==> src/rtl/mem_stage.sv <==
// Memory-access stage: issues loads/stores over a req/ack port, stalls upstream while busy,
// and hands a registered result to write-back. Flags misaligned 64-bit accesses and timeouts.
module mem_stage #(
  parameter int unsigned TIMEOUT = 16
) (
  input  logic        clk,
  input  logic        reset,
  input  logic        ex_valid,
  input  logic [63:0] alu_result,
  input  logic [63:0] store_data,
  input  logic        mem_read,
  input  logic        mem_write,
  input  logic        byte_op,
  input  logic        reg_write,
  input  logic [4:0]  rd,
  input  logic        err_clr,
  output logic        mem_req,
  output logic        mem_we,
  output logic        mem_byte,
  output logic [63:0] mem_addr,
  output logic [63:0] mem_wdata,
  input  logic [63:0] mem_rdata,
  input  logic        mem_ack,
  output logic        stall,
  output logic        wb_valid,
  output logic        wb_reg_write,
  output logic [4:0]  wb_rd,
  output logic [63:0] wb_data,
  output logic        mem_err
);

  localparam int unsigned CntW = $clog2(TIMEOUT);

  typedef enum logic [0:0] {StIdle, StBusy} state_e;

  state_e            state_q, state_d;
  logic [CntW-1:0]   cnt_q, cnt_d;
  logic              mem_req_q, mem_req_d;
  logic              mem_we_q, mem_we_d;
  logic              mem_byte_q, mem_byte_d;
  logic [63:0]       mem_addr_q, mem_addr_d;
  logic [63:0]       mem_wdata_q, mem_wdata_d;
  logic [4:0]        cap_rd_q, cap_rd_d;
  logic              cap_reg_write_q, cap_reg_write_d;
  logic              wb_valid_q, wb_valid_d;
  logic              wb_reg_write_q, wb_reg_write_d;
  logic [4:0]        wb_rd_q, wb_rd_d;
  logic [63:0]       wb_data_q, wb_data_d;
  logic              mem_err_q, mem_err_d;
  logic              err_set;
  logic              is_mem_op;
  logic              misaligned;

  assign is_mem_op  = mem_read | mem_write;
  assign misaligned = ~byte_op & (alu_result[2:0] != 3'b000);

  always_comb begin
    state_d         = state_q;
    cnt_d           = cnt_q;
    mem_req_d       = mem_req_q;
    mem_we_d        = mem_we_q;
    mem_byte_d      = mem_byte_q;
    mem_addr_d      = mem_addr_q;
    mem_wdata_d     = mem_wdata_q;
    cap_rd_d        = cap_rd_q;
    cap_reg_write_d = cap_reg_write_q;
    wb_valid_d      = 1'b0;
    wb_reg_write_d  = wb_reg_write_q;
    wb_rd_d         = wb_rd_q;
    wb_data_d       = wb_data_q;
    err_set         = 1'b0;

    case (state_q)
      StIdle: begin
        if (ex_valid) begin
          if (!is_mem_op) begin
            wb_valid_d     = 1'b1;
            wb_data_d      = alu_result;
            wb_rd_d        = rd;
            wb_reg_write_d = reg_write;
          end else if (misaligned) begin
            wb_valid_d     = 1'b1;
            wb_rd_d        = rd;
            wb_reg_write_d = 1'b0;
            err_set        = 1'b1;
          end else begin
            mem_addr_d      = alu_result;
            mem_wdata_d     = store_data;
            mem_we_d        = mem_write;
            mem_byte_d      = byte_op;
            cap_rd_d        = rd;
            cap_reg_write_d = reg_write;
            mem_req_d       = 1'b1;
            cnt_d           = '0;
            state_d         = StBusy;
          end
        end
      end
      StBusy: begin
        // Ack is checked first so it wins over a coincident timeout.
        if (mem_ack) begin
          mem_req_d  = 1'b0;
          wb_valid_d = 1'b1;
          wb_rd_d    = cap_rd_q;
          if (!mem_we_q) begin
            wb_data_d      = mem_byte_q ? {56'b0, mem_rdata[7:0]} : mem_rdata;
            wb_reg_write_d = cap_reg_write_q;
          end else begin
            wb_reg_write_d = 1'b0;
          end
          state_d = StIdle;
        end else if (cnt_q == CntW'(TIMEOUT - 1)) begin
          mem_req_d      = 1'b0;
          wb_valid_d     = 1'b1;
          wb_rd_d        = cap_rd_q;
          wb_reg_write_d = 1'b0;
          err_set        = 1'b1;
          state_d        = StIdle;
        end else begin
          cnt_d = cnt_q + 1'b1;
        end
      end
      default: state_d = StIdle;
    endcase

    if (err_set) begin
      mem_err_d = 1'b1;
    end else if (err_clr) begin
      mem_err_d = 1'b0;
    end else begin
      mem_err_d = mem_err_q;
    end
  end

  always_ff @(posedge clk or negedge reset) begin
    if (!reset) begin
      state_q         <= StIdle;
      cnt_q           <= '0;
      mem_req_q       <= 1'b0;
      mem_we_q        <= 1'b0;
      mem_byte_q      <= 1'b0;
      mem_addr_q      <= '0;
      mem_wdata_q     <= '0;
      cap_rd_q        <= '0;
      cap_reg_write_q <= 1'b0;
      wb_valid_q      <= 1'b0;
      wb_reg_write_q  <= 1'b0;
      wb_rd_q         <= '0;
      wb_data_q       <= '0;
      mem_err_q       <= 1'b0;
    end else begin
      state_q         <= state_d;
      cnt_q           <= cnt_d;
      mem_req_q       <= mem_req_d;
      mem_we_q        <= mem_we_d;
      mem_byte_q      <= mem_byte_d;
      mem_addr_q      <= mem_addr_d;
      mem_wdata_q     <= mem_wdata_d;
      cap_rd_q        <= cap_rd_d;
      cap_reg_write_q <= cap_reg_write_d;
      wb_valid_q      <= wb_valid_d;
      wb_reg_write_q  <= wb_reg_write_d;
      wb_rd_q         <= wb_rd_d;
      wb_data_q       <= wb_data_d;
      mem_err_q       <= mem_err_d;
    end
  end

  assign stall        = (state_q == StBusy);
  assign mem_req      = mem_req_q;
  assign mem_we       = mem_we_q;
  assign mem_byte     = mem_byte_q;
  assign mem_addr     = mem_addr_q;
  assign mem_wdata    = mem_wdata_q;
  assign wb_valid     = wb_valid_q;
  assign wb_reg_write = wb_reg_write_q;
  assign wb_rd        = wb_rd_q;
  assign wb_data      = wb_data_q;
  assign mem_err      = mem_err_q;

endmodule

==> config.mk <==
export PLATFORM = sky130hd
export DESIGN_NAME = mem_stage
export DESIGN_NICKNAME = d
export VERILOG_FILES = /design/src/rtl/mem_stage.sv
export SDC_FILE = /design/constraint.sdc
export NUM_CORES = 1
export LEC_CHECK = 0
export BUFFER_PORTS_ARGS = -buffer_cell sky130_fd_sc_hd__clkbuf_2
export CAP_MARGIN = 20
export CORE_ASPECT_RATIO = 0.5
export CORE_MARGIN = 10
export CORE_UTILIZATION = 25
export CTS_CLUSTER_SIZE = 24
export DETAILED_ROUTE_END_ITERATION = 8
export SKIP_LAST_GASP = 1
export SYNTH_ARGS = -nofsm -noshare
export SYNTH_HDL_FRONTEND = slang
export SYNTH_SLANG_ARGS = --single-unit
export TNS_END_PERCENT = 30
==> constraint.sdc <==
create_clock -name clk -period 3.2 [get_ports clk]
set_input_delay 0.32 -clock clk [delete_from_list [all_inputs] [get_ports clk]]
set_output_delay 0.32 -clock clk [all_outputs]
set_load 0.05 [all_outputs]
==> flow_summary.json, run 1 <==
{
  "synth_warnings": 0,
  "row_count": 48,
  "min_path_type": "in -> reg",
  "final_common_cell": "clkbuf_2",
  "power_density_nw_per_um2": 930.4,
  "boundaryPins": 410,
  "grt_pass1_wl_um": 48710,
  "clock_sinks": 214,
  "slew_headroom": 0.4522,
  "seq_area_frac_synth": 0.6106,
  "wirelength_um": 32100,
  "clockBufferDepth": 3,
  "startpoint_type": "flip-flop",
  "syn_to_final_growth_pct": 45.90,
  "fin_crit_sh": 0.6513,
  "port_buffers": 409,
  "status": "complete, no violations",
  "ir_worst_vdd_uv": 374.1,
  "fill_cells": 3423,
  "htree_levels": 1,
  "ant_nets": 0,
  "gp_congestion": 0.8645,
  "vias": 7127,
  "setup_viol_count_final": 0,
  "synthCells": 691,
  "cts_buffers": 23,
  "clock-skew-final_ps": 24.64,
  "synth_top_area_frac": 0.6106,
  "drtIter0Drc": 344,
  "post_route_cells_drive_above_1_share": 0.4634,
  "synth_area_leader_cell": "dfrtp_1",
  "synth_area_leaders": "dfrtp_1 (61%), mux2_2 (10%), mux2_1 (8.3%), a21oi_1 (6.7%), nor2b_1 (4.1%)",
  "start_util": 0.2539,
  "cts_tree": "done",
  "grt-ovfl-total": 0,
  "maxCapViolations": 0,
  "critPathMaxFanout": 60,
  "clk_pin_slew_ps": 70,
  "syn-num-nets": 898,
  "leakage_nw": 6.109,
  "tightestPinTransition_ps": 821.8,
  "drt_pass1_iterations": 4,
  "cts_root_buffer": "clkbuf_16",
  "drc": 0,
  "fmax_mhz": 479.8,
  "die_width_um": 284.9,
  "hold_viol_final": 0,
  "synth_cell_type_count": 31,
  "postSynthAreaPerCell_um2": 12.69,
  "slew_viol_final": 0,
  "cp-end-kind": "flip-flop",
  "antenna_found_initial": 4,
  "clock_latency_ps": 540,
  "rsz0062_at_grt": "false",
  "synth.cell_area_um2": 8770,
  "grt_pass1_vias": 7732,
  "setup_tns_ps": 0,
  "grt_max_degree": 98,
  "wl_per_cell_um": 19.39,
  "crit_type": "reg -> reg",
  "critical_path_required_ps": 3640,
  "die_area_um2": 43420,
  "arrival_ps": 2530,
  "dp_hpwl_um": 24590,
  "whs_ps": 23.57,
  "synth-seq-cells": 214,
  "period_minus_slack_ps": 2084,
  "routed_via_density": 4.306,
  "core_area_um2": 34530,
  "grt_usage": 0.1424,
  "fin_area_um2": 12790,
  "die_y_um": 152.4,
  "final_cell_mix": "clkbuf_2 (408), dfrtp_1 (213), a21oi_1 (118)",
  "placed_area_um2": 11340,
  "nets": 1367
}
==> timing repair <==
| item | in CTS | in global routing |
|---|---|---|
| hold buffers | 65 | 1 |
| gates resized for setup | 0 | 0 |
| setup buffers | 0 | 0 |
| endpoints found under the hold margin | 157 | 1 |
==> stage by stage <==
step,utilization,worst slack [ps],power [mW],std cells
after floorplan,-,1461,7.574,691
after detailed placement,0.3283,1103,9.101,1544
after global placement,0.3283,1185,9.019,1544
after global routing,0.3705,953.2,12.45,1655
after CTS,0.3699,1123,12.04,1650
final,0.3705,1116,11.90,1655
==> synthesized netlist by cell type, drive strengths merged <==
| master | count |
|---|---|
| nor2b | 59 |
| nor2 | 64 |
| a22o | 1 |
| o21a | 1 |
| xor2 | 1 |
| dfrtp | 214 |
| o21ai | 9 |
| a21oi | 118 |
| clkbuf | 10 |
| mux2i | 8 |
| nand2b | 2 |
| or4b | 1 |
| ha | 1 |
| o221ai | 3 |
| buf | 33 |
| o211ai | 1 |
| mux2 | 146 |
| nand3 | 6 |
| xnor2 | 1 |
| inv | 3 |
| nor3 | 1 |
| and3 | 1 |
| nand2 | 7 |
==> kinds of logic (layout without fill, tap and decap cells) <==
group / count (synthesis) / count (layout) / share of synthesized area
flip-flops: 214 / 214 / 0.6106
buffers and inverters: 46 / 531 / 0.02854
other: 0 / 4 / 0
AO/OA/AOI/OAI: 133 / 133 / 0.07933
XOR/XNOR: 2 / 2 / 0.001998
multiplexers: 154 / 154 / 0.1975
adder cells (fa/ha/maj): 1 / 1 / 0.001427
AND/OR/NAND/NOR: 141 / 141 / 0.08061
==> area by class of cell <==
type | count | area (um2) | area share
inverters | 3 | 11.26 | 0.0008801
diodes | 4 | 10.01 | 0.0007823
flip-flops and latches | 214 | 5356 | 0.4186
repair buffers | 487 | 2844 | 0.2223
multi-input cells | 431 | 3192 | 0.2495
clock buffers | 33 | 653.1 | 0.05105
clock inverters | 8 | 133.9 | 0.01046
well taps | 475 | 594.3 | 0.04645
==> flip-flops by register name (all words and copies together), names as in the netlist, 4 cells and up <==
register,count
mem_addr,64
mem_wdata,64
wb_data,64
cap_rd_q,5
wb_rd,5
cnt_q,4
==> worst max-delay path, stage by stage, from the launching register on <==
cell and delay (ps):
dfrtp_2 480, nor2b_2 260, a22o_4 570, buf_4 440, nor2_1 80, a21oi_1 130
==> metal layers <==
| layer | part of all wire | routed length, um | global-route usage |
|---|---|---|---|
| met1 | 0.35 | 11300 | 0.1449 |
| met2 | 0.58 | 18490 | 0.2843 |
| met3 | 0.029 | 933 | 0.01980 |
| met4 | 0.043 | 1377 | 0.06070 |
| met5 | 0 | 0 | 0 |
==> power breakdown <==
part	leakage [nW]	internal [mW]	total [mW]	switching (mW)
registers	2.49	3.50	3.95	0.452
logic	3.24	1.21	5.13	3.91
clock network	0.388	1.67	2.83	1.16
==> final timing paths <==
| path | startpoint | end | slack [ps] | cells past startpoint |
|---|---|---|---|---|
| max in group asynchronous | reset | mem_wdata[63] | 1890 | 3 |
| setup reg to reg | stall | wb_data[20] | 1120 | 5 |
| setup / recovery | stall | wb_data[20] | 1120 | 5 |
| min in group asynchronous | reset | mem_wdata[42] | 420 | 2 |
| hold / removal | store_data[24] | mem_wdata[24] | 20 | 2 |
| hold reg to reg | mem_req | mem_req | 480 | 2 |
(Power assumes the default switching activity.)
==> run 2, diff against run 1 <==
--- a/config.mk
+++ b/config.mk
@@ -5,6 +5,7 @@
 export SDC_FILE = /design/constraint.sdc
 export NUM_CORES = 1
 export LEC_CHECK = 0
+export ABC_AREA = 1
 export BUFFER_PORTS_ARGS = -buffer_cell sky130_fd_sc_hd__clkbuf_2
 export CAP_MARGIN = 20
 export CORE_ASPECT_RATIO = 0.5
==> constraint.sdc (replaced) <==
create_clock -name clk -period 2.05 [get_ports clk]
set_input_delay 0.205 -clock clk [delete_from_list [all_inputs] [get_ports clk]]
set_output_delay 0.205 -clock clk [all_outputs]
set_load 0.05 [all_outputs]
==> flow_summary.json, run 2 <==
{
  "status": "complete, no violations",
  "postSynthAreaPerCell_um2": 8.509,
  "synth_area_leaders": "dfrtp_1 (58%), nand2_1 (17%), nand3_1 (7.3%), o21ai_0 (5.5%), inv_1 (3.1%)",
  "start_util": 0.2555,
  "die_area_um2": 45590,
  "nets": 1841,
  "wirelength_um": 36640,
  "fin_area_um2": 14150,
  "synth_cell_type_count": 24,
  "yosysMostFrequentCell": "nand2_1",
  "clock_sinks": 214,
  "syn_to_final_growth_pct": 52.84,
  "synth_commonest_cells": "nand2_1 (429), dfrtp_1 (214), nand3_1 (135), o21ai_0 (101), inv_1 (77)",
  "min_path_type": "in -> reg",
  "fin_crit_sh": 0.9118,
  "use_met2": 0.2766,
  "htree_levels": 1,
  "setup_tns_ps": 0,
  "synth_area_leader_cell": "dfrtp_1",
  "tightestPinTransition_ps": 473.8,
  "grt-ovfl-total": 0,
  "routed_via_density": 4.338,
  "row_count": 49,
  "core_area_um2": 36230,
  "cts_setup_buffers": 0,
  "slew_viol_final": 0,
  "dp_hpwl_um": 25650,
  "clk_pin_slew_ps": 60,
  "seq_area_frac_synth": 0.5785,
  "crit_type": "reg -> out",
  "drc": 0,
  "die_y_um": 156.1,
  "internal_power_mw": 9.423,
  "grt_pass1_vias": 9527,
  "cts_tree": "done",
  "startpoint_type": "flip-flop",
  "p_switching_mw": 8.304,
  "leakage_nw": 7.693,
  "grt.busiest_layer": "met2",
  "switching_share": 0.4684,
  "grt_usage": 0.1512,
  "vias": 9271,
  "dp.cells": 1929,
  "fin_ws_ps": 180.9,
  "fmax_mhz": 535.0,
  "p_comb_frac": 0.426,
  "gp_congestion": 0.8581,
  "synth.cell_area_um2": 9258,
  "period_minus_slack_ps": 1869,
  "use_met1": 0.1695,
  "power_density_nw_per_um2": 1253,
  "synth_warnings": 0,
  "cts_buffers": 24,
  "dp_slack_ps": 319.8,
  "drt_pass1_iterations": 5,
  "boundaryPins": 410,
  "synth-seq-cells": 214,
  "port_buffers": 409,
  "final_common_cell": "nand2_1",
  "ant_nets": 0,
  "synth_ff_type": "dfrtp_1",
  "post_layout_nonfiller_instances": 2137,
  "grt_max_degree": 75,
  "drtIter0Drc": 659,
  "syn-num-nets": 1295,
  "arrival_ps": 1660,
  "clkPwrFrac": 0.238,
  "rsz0062_at_grt": "false",
  "slew_headroom": 0.6842,
  "wl_per_cell_um": 17.14,
  "final_cell_mix": "nand2_1 (429), clkbuf_2 (408), dfrtp_1 (213)",
  "use_met3": 0.02543,
  "antenna_found_initial": 4,
  "cp-end-kind": "output port",
  "grt_pass1_wl_um": 55520,
  "critical_path_required_ps": 1850,
  "clockBufferDepth": 3,
  "ir_worst_vdd_uv": 470.4,
  "critPathMaxFanout": 27,
  "whs_ps": 11.54,
  "synth_edf_count": 0,
  "setup_viol_count_final": 0,
  "post_route_cells_drive_above_1_share": 0.2882,
  "pwr-share-seq": 0.336,
  "maxCapViolations": 0,
  "hold_viol_final": 0,
  "async_flop_share": 1.000,
  "clock_latency_ps": 530,
  "cts_root_buffer": "clkbuf_16",
  "synthCells": 1088,
  "die_width_um": 292.1,
  "clock-skew-final_ps": 9.040,
  "placed_area_um2": 11760,
  "synth_top_area_frac": 0.5785
}
run 2: worst paths after layout:
path | from | end | slack (ps) | cells past startpoint
min in group asynchronous | reset | mem_addr[60] | 210 | 2
min reg2reg | mem_req | mem_req | 470 | 2
min | alu_result[22] | mem_addr[22] | 10 | 3
max | stall | stall | 180 | 2
max in group asynchronous | reset | wb_data[50] | 1090 | 3
max reg2reg | stall | mem_addr[38] | 340 | 7
run 2: cell type report:
| cell class | instances | area, um2 |
|---|---|---|
| clock buffer | 35 | 713.2 |
| clock inverter | 5 | 33.78 |
| tap | 484 | 605.6 |
| multi-input combinational | 723 | 3137 |
| inverter | 79 | 300.3 |
| antenna | 5 | 12.51 |
| fill | 3635 | 22080 |
| sequential | 214 | 5359 |
| timing repair buffer | 592 | 3989 |
run 2: kinds of logic (layout without fill, tap and decap cells):
kind of cell,Yosys count,in the layout,synth area share
AND/OR/NAND/NOR,574,574,0.2553
flip-flops,214,214,0.5785
other,0,5,0
XOR/XNOR,2,2,0.001892
adder cells (fa/ha/maj),1,1,0.001351
AO/OA/AOI/OAI,146,146,0.07933
buffers and inverters,151,711,0.08366
run 2: repair_timing:
item | 4_1_cts | 5_1_grt
hold buffers | 163 | 0
resized for setup | 0 | 0
endpoints found under the hold margin | 254 | 0
run 2: critical path, stage by stage, from the launching register on:
cell      delay (ps)
dfrtp_4          500
buf_4            290
clkbuf_2         330
run 2: metrics by stage:
stage                     power, mW    util
after detailed placement      13.36  0.3245
after global placement        13.30  0.3245
after floorplan               11.16       -
after global routing          18.64  0.3904
after CTS                     17.97  0.3902
final                         17.73  0.3905
run 2: power by group through the flow:
stage	combinational (mW)	sequential (mW)	clock [mW]
after floorplan	1.49	9.67	0
after global placement	7.30	5.99	0
after detailed placement	7.35	6.00	0
after CTS	7.62	5.95	4.40
after global routing	7.99	6.10	4.56
final	7.55	5.96	4.22
run 2: metal layers:
metal,wire length (um),up-vias
li1,-,4547
met1,13850,4365
met2,19610,256
met3,1479,103
met4,1701,0
met5,0,-
==> run 3, diff against run 2 <==
--- a/config.mk
+++ b/config.mk
@@ -11,6 +11,7 @@
 export CORE_ASPECT_RATIO = 0.5
 export CORE_MARGIN = 10
 export CORE_UTILIZATION = 25
+export CTS_BUF_LIST = sky130_fd_sc_hd__clkbuf_2
 export CTS_CLUSTER_SIZE = 24
 export DETAILED_ROUTE_END_ITERATION = 8
 export SKIP_LAST_GASP = 1
==> constraint.sdc (replaced) <==
create_clock -name clk -period 2.05 [get_ports clk]
set_input_delay 0.205 -clock clk [delete_from_list [all_inputs] [get_ports clk]]
set_output_delay 0.205 -clock clk [all_outputs]
set_load 0.01 [all_outputs]
==> flow_summary.json, run 3 (synthesized netlist as in run 2, its figures left out) <==
{
  "status": "complete, no violations",
  "clock_latency_ps": 880,
  "gp_congestion": 0.8577,
  "p_comb_frac": 0.331,
  "syn_to_final_growth_pct": 60.24,
  "clock_sinks": 214,
  "critPathMaxFanout": 22,
  "pwr-share-seq": 0.437,
  "path_common_cell": "nand2_1",
  "row_count": 49,
  "crit_buf_inv": 3,
  "finalPower_mw": 13.61,
  "fin_crit_sh": 0.9421,
  "cts_buffers": 54,
  "grt-ovfl-total": 0,
  "critical_path_required_ps": 2790,
  "cpPeakStageDelay_ps": 580,
  "post_route_cells_drive_above_1_share": 0.2912,
  "crit_type": "reg -> reg",
  "htree_levels": 2,
  "grt_pass1_wl_um": 59080,
  "nets": 1961,
  "cts_root_buffer": "clkbuf_2",
  "min_path_type": "in -> reg",
  "slowest_stage": "dfrtp_4",
  "crit_family": "buffers and inverters",
  "start_util": 0.2555,
  "power_density_nw_per_um2": 917.6,
  "maxCapViolations": 0,
  "grt_usage": 0.1613,
  "final_common_cell": "clkbuf_2",
  "clk_pin_slew_ps": 130,
  "drtIter0Drc": 647,
  "whs_ps": 118.6,
  "clock-skew-final_ps": 73.19,
  "grt_pass1_vias": 10466,
  "tightestPinTransition_ps": 487.5,
  "grt_max_degree": 75,
  "leakage_nw": 8.096,
  "dp_hpwl_um": 25680,
  "cp-end-kind": "flip-flop",
  "clockBufferDepth": 3,
  "clkPwrFrac": 0.232,
  "wirelength_um": 38670,
  "fmax_mhz": 517.8,
  "hold_viol_final": 0,
  "drt_pass1_iterations": 5,
  "crit_chain": "nand3b_1 -> nand2_1 -> nand2_2 -> clkinv_2 -> buf_6 -> nand2_1 -> nand2_1 -> dlygate4sd3_1",
  "wl_per_cell_um": 16.94,
  "internal_power_mw": 8.403,
  "antenna_found_initial": 4,
  "cts_tree": "done",
  "slew_headroom": 0.6750,
  "final_cell_mix": "clkbuf_2 (481), nand2_1 (429), dlygate4sd3_1 (249)",
  "setup_viol_count_final": 0,
  "p_switching_mw": 5.208,
  "die_width_um": 292.1,
  "startpoint_type": "flip-flop",
  "slew_viol_final": 0,
  "period_minus_slack_ps": 1931,
  "port_buffers": 409,
  "switching_share": 0.3826,
  "setup_tns_ps": 0,
  "rsz0062_at_grt": "false",
  "vias": 10016,
  "die_y_um": 156.1,
  "drc": 0,
  "ant_nets": 0,
  "die_area_um2": 45590,
  "routed_via_density": 4.387,
  "arrival_ps": 2670,
  "core_area_um2": 36230,
  "boundaryPins": 410,
  "ir_worst_vdd_uv": 326.5
}
==> run 3: power groups by stage <==
stage / registers [mW] / logic (mW) / clock network (mW)
finish: 5.95 / 4.51 / 3.16
global placement: 5.99 / 4.03 / 0
CTS: 5.93 / 4.52 / 3.30
global route: 6.10 / 4.94 / 3.55
floorplan: 6.45 / 1.49 / 0
detailed placement: 6.00 / 4.09 / 0
==> run 3: tightest hold or removal path, cell delays in order <==
cell and delay [ps]:
dlygate4sd3_1 530, clkbuf_2 100, nand3_1 60, nand2_1 60
==> run 3: timing repair <==
action                                 4_1_cts  5_1_grt
buffers inserted                             1        3
gates resized for setup                      0        2
pin swaps                                    0        0
endpoints found under the hold margin      427        0
setup endpoints to repair                    1        5
hold buffers                               250        0
==> run 3: worst paths after layout <==
kind	startpoint	to	slack, ps	cells past startpoint
setup reg to reg	stall	wb_data[7]	120	8
min in group asynchronous	reset	wb_data[31]	450	4
setup / recovery	stall	wb_data[7]	120	8
max in group asynchronous	reset	mem_addr[8]	1130	4
hold reg to reg	mem_wdata[52]	mem_wdata[52]	480	2
hold / removal	store_data[32]	mem_wdata[32]	120	4
==> run 3: layer usage <==
layer,vias up,share of wire,GRT usage
li1,4814,-,-
met1,4692,0.37,0.1722
met2,357,0.53,0.2925
met3,149,0.046,0.03253
met4,4,0.057,0.1009
met5,-,0.0010,0
==> run 3: final cells by class <==
class | count | area [um2]
Antenna cell | 3 | 7.507
Clock buffer | 73 | 365.4
Clock inverter | 25 | 152.6
Fill cell | 3611 | 21400
Inverter | 79 | 300.3
Multi-Input combinational cell | 723 | 3137
Sequential cell | 214 | 5359
Tap cell | 484 | 605.6
Timing Repair Buffer | 682 | 4907
==> run 3: stage by stage <==
stage / worst slack [ps] / std cells / util / cell area [um2]
5_1_grt: 9.606 / 2282 / 0.4093 / 14830
4_1_cts: 20.09 / 2277 / 0.4084 / 14800
2_1_floorplan: 672.1 / 1088 / - / 9258
6_report: 118.7 / 2283 / 0.4094 / 14830
3_5_place_dp: 346.4 / 1929 / 0.3245 / 11760
3_3_place_gp: 393.2 / 1929 / 0.3245 / 11760
